`config.mk`:
```
export PLATFORM = sky130hd
export DESIGN_NAME = gf_exp_ctrl_flat
export DESIGN_NICKNAME = d
export VERILOG_FILES = /design/src/rtl/gf_exp_ctrl_if.sv /design/src/rtl/gf_exp_ctrl.sv /design/src/flat_wrapper.sv
export SDC_FILE = /design/constraint.sdc
export NUM_CORES = 1
export LEC_CHECK = 0
export CAP_MARGIN = 10
export CORE_MARGIN = 1
export CORE_UTILIZATION = 41
export DETAILED_ROUTE_END_ITERATION = 8
export PLACE_DENSITY_LB_ADDON = 0.2
export SLEW_MARGIN = 20
export SYNTH_ARGS = -nofsm -noshare
export SYNTH_HDL_FRONTEND = slang
export SYNTH_SLANG_ARGS = --single-unit
```
`constraint.sdc`:
```
create_clock -name clk -period 2.4 [get_ports clk]
set_clock_uncertainty 0.05 [all_clocks]
set_input_delay 0.36 -clock clk [delete_from_list [all_inputs] [get_ports clk]]
set_output_delay 0.36 -clock clk [all_outputs]
set_load 0.005 [all_outputs]
```
`src/rtl/gf_exp_ctrl_if.sv`:
```
// rtl/gf_exp_ctrl_if.sv - request/response handshake bundle for gf_exp_ctrl
//
// Request side : in_valid/in_ready with in_base, in_exp, in_polyn_grade, in_polyn_red
// Response side: out_valid/out_ready with out_result
// modport slave  : the sequencer (accepts requests, produces results)
// modport master : the requester / result consumer
interface gf_exp_ctrl_if #(
  parameter int DATA_WIDTH = 32
);
  localparam int GRADE_W = $clog2(DATA_WIDTH) + 1;

  logic                  in_valid;
  logic                  in_ready;
  logic [DATA_WIDTH-1:0] in_base;
  logic [DATA_WIDTH-1:0] in_exp;
  logic [GRADE_W-1:0]    in_polyn_grade;
  logic [DATA_WIDTH:0]   in_polyn_red;
  logic                  out_valid;
  logic                  out_ready;
  logic [DATA_WIDTH-1:0] out_result;

  modport master (
    output in_valid, in_base, in_exp, in_polyn_grade, in_polyn_red, out_ready,
    input  in_ready, out_valid, out_result
  );

  modport slave (
    input  in_valid, in_base, in_exp, in_polyn_grade, in_polyn_red, out_ready,
    output in_ready, out_valid, out_result
  );
endinterface

```
`src/rtl/gf_exp_ctrl.sv`:
```
// rtl/gf_exp_ctrl.sv - GF(2^m) base^exp sequencer driving an external cl_modules datapath
//
// Square-and-multiply, MSB first. Every step is one carry-less multiply cycle
// followed by one reduce cycle on the shared combinational datapath.
// Optional feature macro: GF_EXP_SKIP_LZ_EN (start at the MSB set bit of the
// exponent; exp==0 completes straight from accept).
//
// Ports:
//   clk, rst        clock, synchronous active-high reset
//   io (slave)      request in_* / response out_* handshakes
//   busy            high in every state except IDLE
//   dp_red_funct    0 = multiply, 1 = reduce
//   dp_carry_option always 0 (carry-less)
//   dp_polyn_grade  latched degree of P (0 in IDLE)
//   dp_polyn_red_in latched P (0 in IDLE)
//   dp_reduc_in     product to reduce (reduce cycles only)
//   dp_a, dp_b      multiplier operands (multiply cycles only)
//   dp_out          reduced value from datapath
//   dp_mult_out     raw 2*DW product from datapath
module gf_exp_ctrl #(
  parameter int DATA_WIDTH = 32
) (
  input  logic                        clk,
  input  logic                        rst,
  gf_exp_ctrl_if.slave                io,
  output logic                        busy,
  output logic                        dp_red_funct,
  output logic                        dp_carry_option,
  output logic [$clog2(DATA_WIDTH):0] dp_polyn_grade,
  output logic [DATA_WIDTH:0]         dp_polyn_red_in,
  output logic [2*DATA_WIDTH-1:0]     dp_reduc_in,
  output logic [DATA_WIDTH-1:0]       dp_a,
  output logic [DATA_WIDTH-1:0]       dp_b,
  input  logic [DATA_WIDTH-1:0]       dp_out,
  input  logic [2*DATA_WIDTH-1:0]     dp_mult_out
);
  localparam int IW = $clog2(DATA_WIDTH);

  typedef enum logic [2:0] {IDLE, SQ_MUL, SQ_RED, ML_MUL, ML_RED, DONE} state_t;

  state_t                state;
  logic [DATA_WIDTH-1:0] base_r;
  logic [DATA_WIDTH-1:0] exp_r;
  logic [IW-1:0]         idx;

  assign dp_carry_option = 1'b0;

`ifdef GF_EXP_SKIP_LZ_EN
  function automatic logic [IW-1:0] msb_idx(input logic [DATA_WIDTH-1:0] v);
    msb_idx = '0;
    for (int i = 0; i < DATA_WIDTH; i++)
      if (v[i]) msb_idx = IW'(i);
  endfunction
`endif

  // The accumulator is never stored separately: after a reduce it is carried
  // forward in dp_a/dp_b for the next multiply, or in out_result when done.
  // dp_reduc_in doubles as the product register between multiply and reduce.
  always_ff @(posedge clk) begin
    if (rst) begin
      state           <= IDLE;
      base_r          <= '0;
      exp_r           <= '0;
      idx             <= '0;
      busy            <= 1'b0;
      io.in_ready     <= 1'b1;
      io.out_valid    <= 1'b0;
      io.out_result   <= '0;
      dp_red_funct    <= 1'b0;
      dp_polyn_grade  <= '0;
      dp_polyn_red_in <= '0;
      dp_reduc_in     <= '0;
      dp_a            <= '0;
      dp_b            <= '0;
    end else begin
      case (state)
        IDLE: begin
          if (io.in_valid) begin
            base_r          <= io.in_base;
            exp_r           <= io.in_exp;
            dp_polyn_grade  <= io.in_polyn_grade;
            dp_polyn_red_in <= io.in_polyn_red;
            busy            <= 1'b1;
            io.in_ready     <= 1'b0;
`ifdef GF_EXP_SKIP_LZ_EN
            if (io.in_exp == '0) begin
              state         <= DONE;
              io.out_valid  <= 1'b1;
              io.out_result <= DATA_WIDTH'(1);
            end else begin
              idx   <= msb_idx(io.in_exp);
              state <= SQ_MUL;
              dp_a  <= DATA_WIDTH'(1);
              dp_b  <= DATA_WIDTH'(1);
            end
`else
            idx   <= IW'(DATA_WIDTH - 1);
            state <= SQ_MUL;
            dp_a  <= DATA_WIDTH'(1);
            dp_b  <= DATA_WIDTH'(1);
`endif
          end
        end

        SQ_MUL, ML_MUL: begin
          dp_reduc_in  <= dp_mult_out;
          dp_red_funct <= 1'b1;
          dp_a         <= '0;
          dp_b         <= '0;
          state        <= (state == SQ_MUL) ? SQ_RED : ML_RED;
        end

        SQ_RED, ML_RED: begin
          dp_reduc_in  <= '0;
          dp_red_funct <= 1'b0;
          if (state == SQ_RED && exp_r[idx]) begin
            state <= ML_MUL;
            dp_a  <= dp_out;
            dp_b  <= base_r;
          end else if (idx == '0) begin
            state         <= DONE;
            io.out_valid  <= 1'b1;
            io.out_result <= dp_out;
          end else begin
            idx   <= idx - 1'b1;
            state <= SQ_MUL;
            dp_a  <= dp_out;
            dp_b  <= dp_out;
          end
        end

        DONE: begin
          if (io.out_ready) begin
            state           <= IDLE;
            io.out_valid    <= 1'b0;
            io.in_ready     <= 1'b1;
            busy            <= 1'b0;
            dp_polyn_grade  <= '0;
            dp_polyn_red_in <= '0;
          end
        end

        default: state <= IDLE;
      endcase
    end
  end
endmodule
```
`src/flat_wrapper.sv`:
```
// flat-port wrapper written by rule: the top's interface ports become plain ports
module gf_exp_ctrl_flat 
#(
  parameter int DATA_WIDTH = 32
)
  (clk, rst, busy, dp_red_funct, dp_carry_option, dp_polyn_grade, dp_polyn_red_in, dp_reduc_in, dp_a, dp_b, dp_out, dp_mult_out, io_in_valid, io_in_base, io_in_exp, io_in_polyn_grade, io_in_polyn_red, io_out_ready, io_in_ready, io_out_valid, io_out_result);
  gf_exp_ctrl_if #(.DATA_WIDTH(DATA_WIDTH)) io_i ();
  input  logic clk;
  input  logic rst;
  output logic busy;
  output logic dp_red_funct;
  output logic dp_carry_option;
  output logic [$clog2(DATA_WIDTH):0] dp_polyn_grade;
  output logic [DATA_WIDTH:0] dp_polyn_red_in;
  output logic [2*DATA_WIDTH-1:0] dp_reduc_in;
  output logic [DATA_WIDTH-1:0] dp_a;
  output logic [DATA_WIDTH-1:0] dp_b;
  input  logic [DATA_WIDTH-1:0] dp_out;
  input  logic [2*DATA_WIDTH-1:0] dp_mult_out;
  input wire logic [$bits(io_i.in_valid)-1:0] io_in_valid;
  input wire logic [$bits(io_i.in_base)-1:0] io_in_base;
  input wire logic [$bits(io_i.in_exp)-1:0] io_in_exp;
  input wire logic [$bits(io_i.in_polyn_grade)-1:0] io_in_polyn_grade;
  input wire logic [$bits(io_i.in_polyn_red)-1:0] io_in_polyn_red;
  input wire logic [$bits(io_i.out_ready)-1:0] io_out_ready;
  output wire logic [$bits(io_i.in_ready)-1:0] io_in_ready;
  output wire logic [$bits(io_i.out_valid)-1:0] io_out_valid;
  output wire logic [$bits(io_i.out_result)-1:0] io_out_result;
  assign io_i.in_valid = io_in_valid;
  assign io_i.in_base = io_in_base;
  assign io_i.in_exp = io_in_exp;
  assign io_i.in_polyn_grade = io_in_polyn_grade;
  assign io_i.in_polyn_red = io_in_polyn_red;
  assign io_i.out_ready = io_out_ready;
  assign io_in_ready = io_i.in_ready;
  assign io_out_valid = io_i.out_valid;
  assign io_out_result = io_i.out_result;
  gf_exp_ctrl #(.DATA_WIDTH(DATA_WIDTH)) u_core (.clk(clk), .rst(rst), .io(io_i), .busy(busy), .dp_red_funct(dp_red_funct), .dp_carry_option(dp_carry_option), .dp_polyn_grade(dp_polyn_grade), .dp_polyn_red_in(dp_polyn_red_in), .dp_reduc_in(dp_reduc_in), .dp_a(dp_a), .dp_b(dp_b), .dp_out(dp_out), .dp_mult_out(dp_mult_out));
endmodule
```
==> results.ini <==
[outcome]
status=finished, violations left
failed_checks=negative setup slack

[setup_path]
critical_path.reg2reg.startpoint=u_core.idx[2]
setup.worst_path.start=u_core.idx[2]
worst-endpoint-arrival_ns=2.89
crit_fanout=10
path_class=reg2reg
worstSetupEndpointType=register
worst_ep_required_time_ns=2.81
crit_chain=mux2i_1 -> mux4_2 -> a221oi_2 -> buf_4 -> nand2_4 -> a21boi_4 -> buf_6 -> buf_12 -> o32ai_2
timing.critical_path.slowest_stage_cell=mux4_2
timing.critical_path.slowest_cell_delay_ns=0.48
worstSetupStartpointType=register

[yosys]
synth.net_count=1409
synth_common_cells=dfxtp_1 (275), nand2_1 (197), a21oi_1 (138)
syn-cell-area_um2=11200
synth.area.top_cells=dfxtp_1 (49%), o32ai_2 (8.7%), mux2i_1 (6.6%), nand2_1 (6.6%), a21oi_1 (6.2%)
yosysTopAreaCellShare_pct=49.1
avgSynthCellArea_um2=9.32
synth_ff_type=dfxtp_1
netlist_instances=1204
synth_cell_types=46
synth.most_common_cell=dfxtp_1
postSynth.asyncResetShare_pct=0
synth-warning-count=0
yosys.area.top_type=dfxtp_1
flip_flop_and_latch_count_after_synthesis=275
synth-edff-count=0
synth_sequential_area_ratio_pct=49.1

[floorplan]
die_h_um=167
initial_utilization_pct=41.7
floorplan.core_area_um2=26900
floorplan.die.width_um=167
design.die.area_um2=28000
number_of_placement_rows=60
top_level_ports=407

[routing]
ant_nets=0
drtPass1Iterations=5
drt-wirelength-per-cell_um=17.5
total_routed_wirelength_um=34100
drc=0
route.detailed.vias_per_inst=5.15
vias=10050
drt_iter0_drc=579

[clock_network]
cts.sinks=275
clk_pin_slew_ns=0.06
clock-root-buffer=clkbuf_16
clock_insertion_delay_at_the_later_pin_of_the_skew_report_ns=0.55
tritoncts_buffers=30
ctsLongestPathBuffers=3
h-tree-depth=1
cts_tree=done
ctsHoldBuffers=0

[sta]
timing_worst_slew_pin_value_ns=0.651
timing.final.crit_share_pct=104
rsz0062_at_grt=yes
setup_viol=83
finalHoldViolCount=0
fmaxAchievable_mhz=402
min_period_ns=2.49
slew_viol_final=0
setup_tns_ns=-3.51
maxSlewHeadroom_pct=56.6
worst_slack_ns=-0.0864

[global_route]
grt_max_degree=94
grt_pass1_wl_um=53200
grt_pass1_vias=9770
tot_gr_track_use_pct=23.5
antenna_found_initial=3
grt-ovfl-total=0

[final_layout]
post_route_cells_drive_above_1_share_pct=12.0
fin_area_um2=17100
final.fill_count=2252
signed_area_change_from_the_synthesized_netlist_to_the_final_layout_pct=52.5
finalNonFillerCells=1951
finalNetCount=1789
total_area_of_multi_input_combinational_cells_um2=5150
sequential_cell_area_um2=5510

[run]
timing.max_cap.violations=0

[power]
total_leakage_power_nw=6.31
irDropWorstVdd_v=0.000493
power-per-cell-area_nw_per_um2=741

[place]
placed_cells=1885
dpl-instance-area_um2=15800
hpwlAfterDp_um=23100
final_weighted_congestion_in_routability_driven_placement=0.841
portBuffers=405

[hold_path]
timing.hold.worst.class=in2reg
worstHoldStart=rst

[per-stage QoR]
stage                     utilization, %  total power [W]  hold WS, ns  setup slack, ns
after global routing                63.6           0.0132       0.0745           -0.148
after floorplan                        -          0.00642        0.383           0.0995
final                               63.6           0.0127       0.0786          -0.0864
after CTS                           63.5           0.0128       0.0609          -0.0809
after global placement              58.8          0.00764        0.392           -0.268
after detailed placement            58.8          0.00768        0.397           -0.334
[area by class of cell]
type | instances | share of cell area, %
diodes | 2 | 0.0293
clock buffers | 44 | 5.23
clock inverters | 12 | 1.10
inverters | 34 | 0.761
multi-input cells | 784 | 30.1
flip-flops and latches | 275 | 32.2
well taps | 341 | 2.49
repair buffers | 459 | 28.1
[worst max-delay path, delay by kind of cell, from the launching register on]
kind / cells / cell delay [ns]
and+or+nand+nor: 1 / 0.06
muxes: 2 / 0.58
buffers and inverters: 3 / 0.50
AOI/OAI and AO/OA: 3 / 0.76
DFF: 1 / 0.44
[metal layers]
metal | routed length (um) | GRT usage (%) | vias to the layer above | part of all wire (%)
met4 | 934 | 7.42 | 2 | 2.7
met5 | 13 | 0 | - | 0.038
met3 | 1910 | 4.82 | 60 | 5.6
met1 | 14800 | 30.1 | 4799 | 43
li1 | - | - | 4909 | -
met2 | 16500 | 39.7 | 280 | 48
[timing repair]
item                                    CTS  global route
endpoints found under the setup margin  103            99
setup buffers                             6             0
pin swaps                                 5             2
cloned                                    2             0
hold endpoints to repair                  0             0
gates resized for setup                  17             5
[path summary, 6_finish.rpt]
path | endpoint | slack [ns] | depth (start not counted)
setup / recovery | u_core.dp_b[13] | -0.09 | 9
hold / removal | u_core.io.out_result[14] | 0.08 | 2
setup reg to reg | u_core.dp_b[13] | -0.09 | 9
hold reg to reg | u_core.base_r[13] | 0.40 | 2
[placed cells by master (no fill, tap or decap), types with 2 or more instances in the layout]
cell type and n:
diode_2 2, nor2b_1 3, ha_1 2, nand3_1 65, clkinv_2 6, a22oi_1 39, nor2b_4 2, nand4_1 2
a31oi_1 4, buf_8 2, o21ai_0 4, and4_1 4, dfxtp_1 273, inv_1 33, o32ai_4 2, mux4_2 6
nor2_1 81, clkdlybuf4s50_1 404, clkbuf_8 7, nand2b_1 65, clkbuf_1 6, bufinv_16 5, a21oi_1 137, buf_6 5
buf_4 25, o32ai_2 60, mux2_2 2, mux2i_1 73, nor3_1 8, buf_12 21, clkbuf_16 31, o22ai_1 3
nand2_1 197
[report_power, final]
part           leakage [nW]  total, W  switching [W]  internal, W
Sequential             2.24   0.00510       0.000204      0.00490
Clock                 0.534   0.00498        0.00188      0.00311
Combinational          3.54   0.00259        0.00120      0.00139
Total                  6.31    0.0127        0.00328      0.00939
[registers in the layout, indices dropped and copies added (netlist names)]
| signal | cells |
|---|---|
| u_core.base_r | 32 |
| u_core.busy | 1 |
| u_core.dp_a | 32 |
| u_core.dp_b | 32 |
| u_core.dp_polyn_grade | 6 |
| u_core.dp_polyn_red_in | 33 |
| u_core.dp_red_funct | 1 |
| u_core.dp_reduc_in | 64 |
| u_core.exp_r | 32 |
| u_core.idx | 5 |
| u_core.io.in_ready | 1 |
| u_core.io.out_result | 32 |
| u_core.io.out_valid | 1 |
| u_core.state | 3 |
[logic make-up after synthesis]
kind of cell               count (synthesis)  share of synthesized area (%)
other                                      1                         0.0334
buffers and inverters                    145                           5.86
AOI/OAI and AO/OA                        259                           19.0
DFF                                      275                           49.1
muxes                                     82                           8.01
and+or+nand+nor                          440                           17.8
adders and majority gates                  2                          0.223
Power figures use the tool's default switching activity.
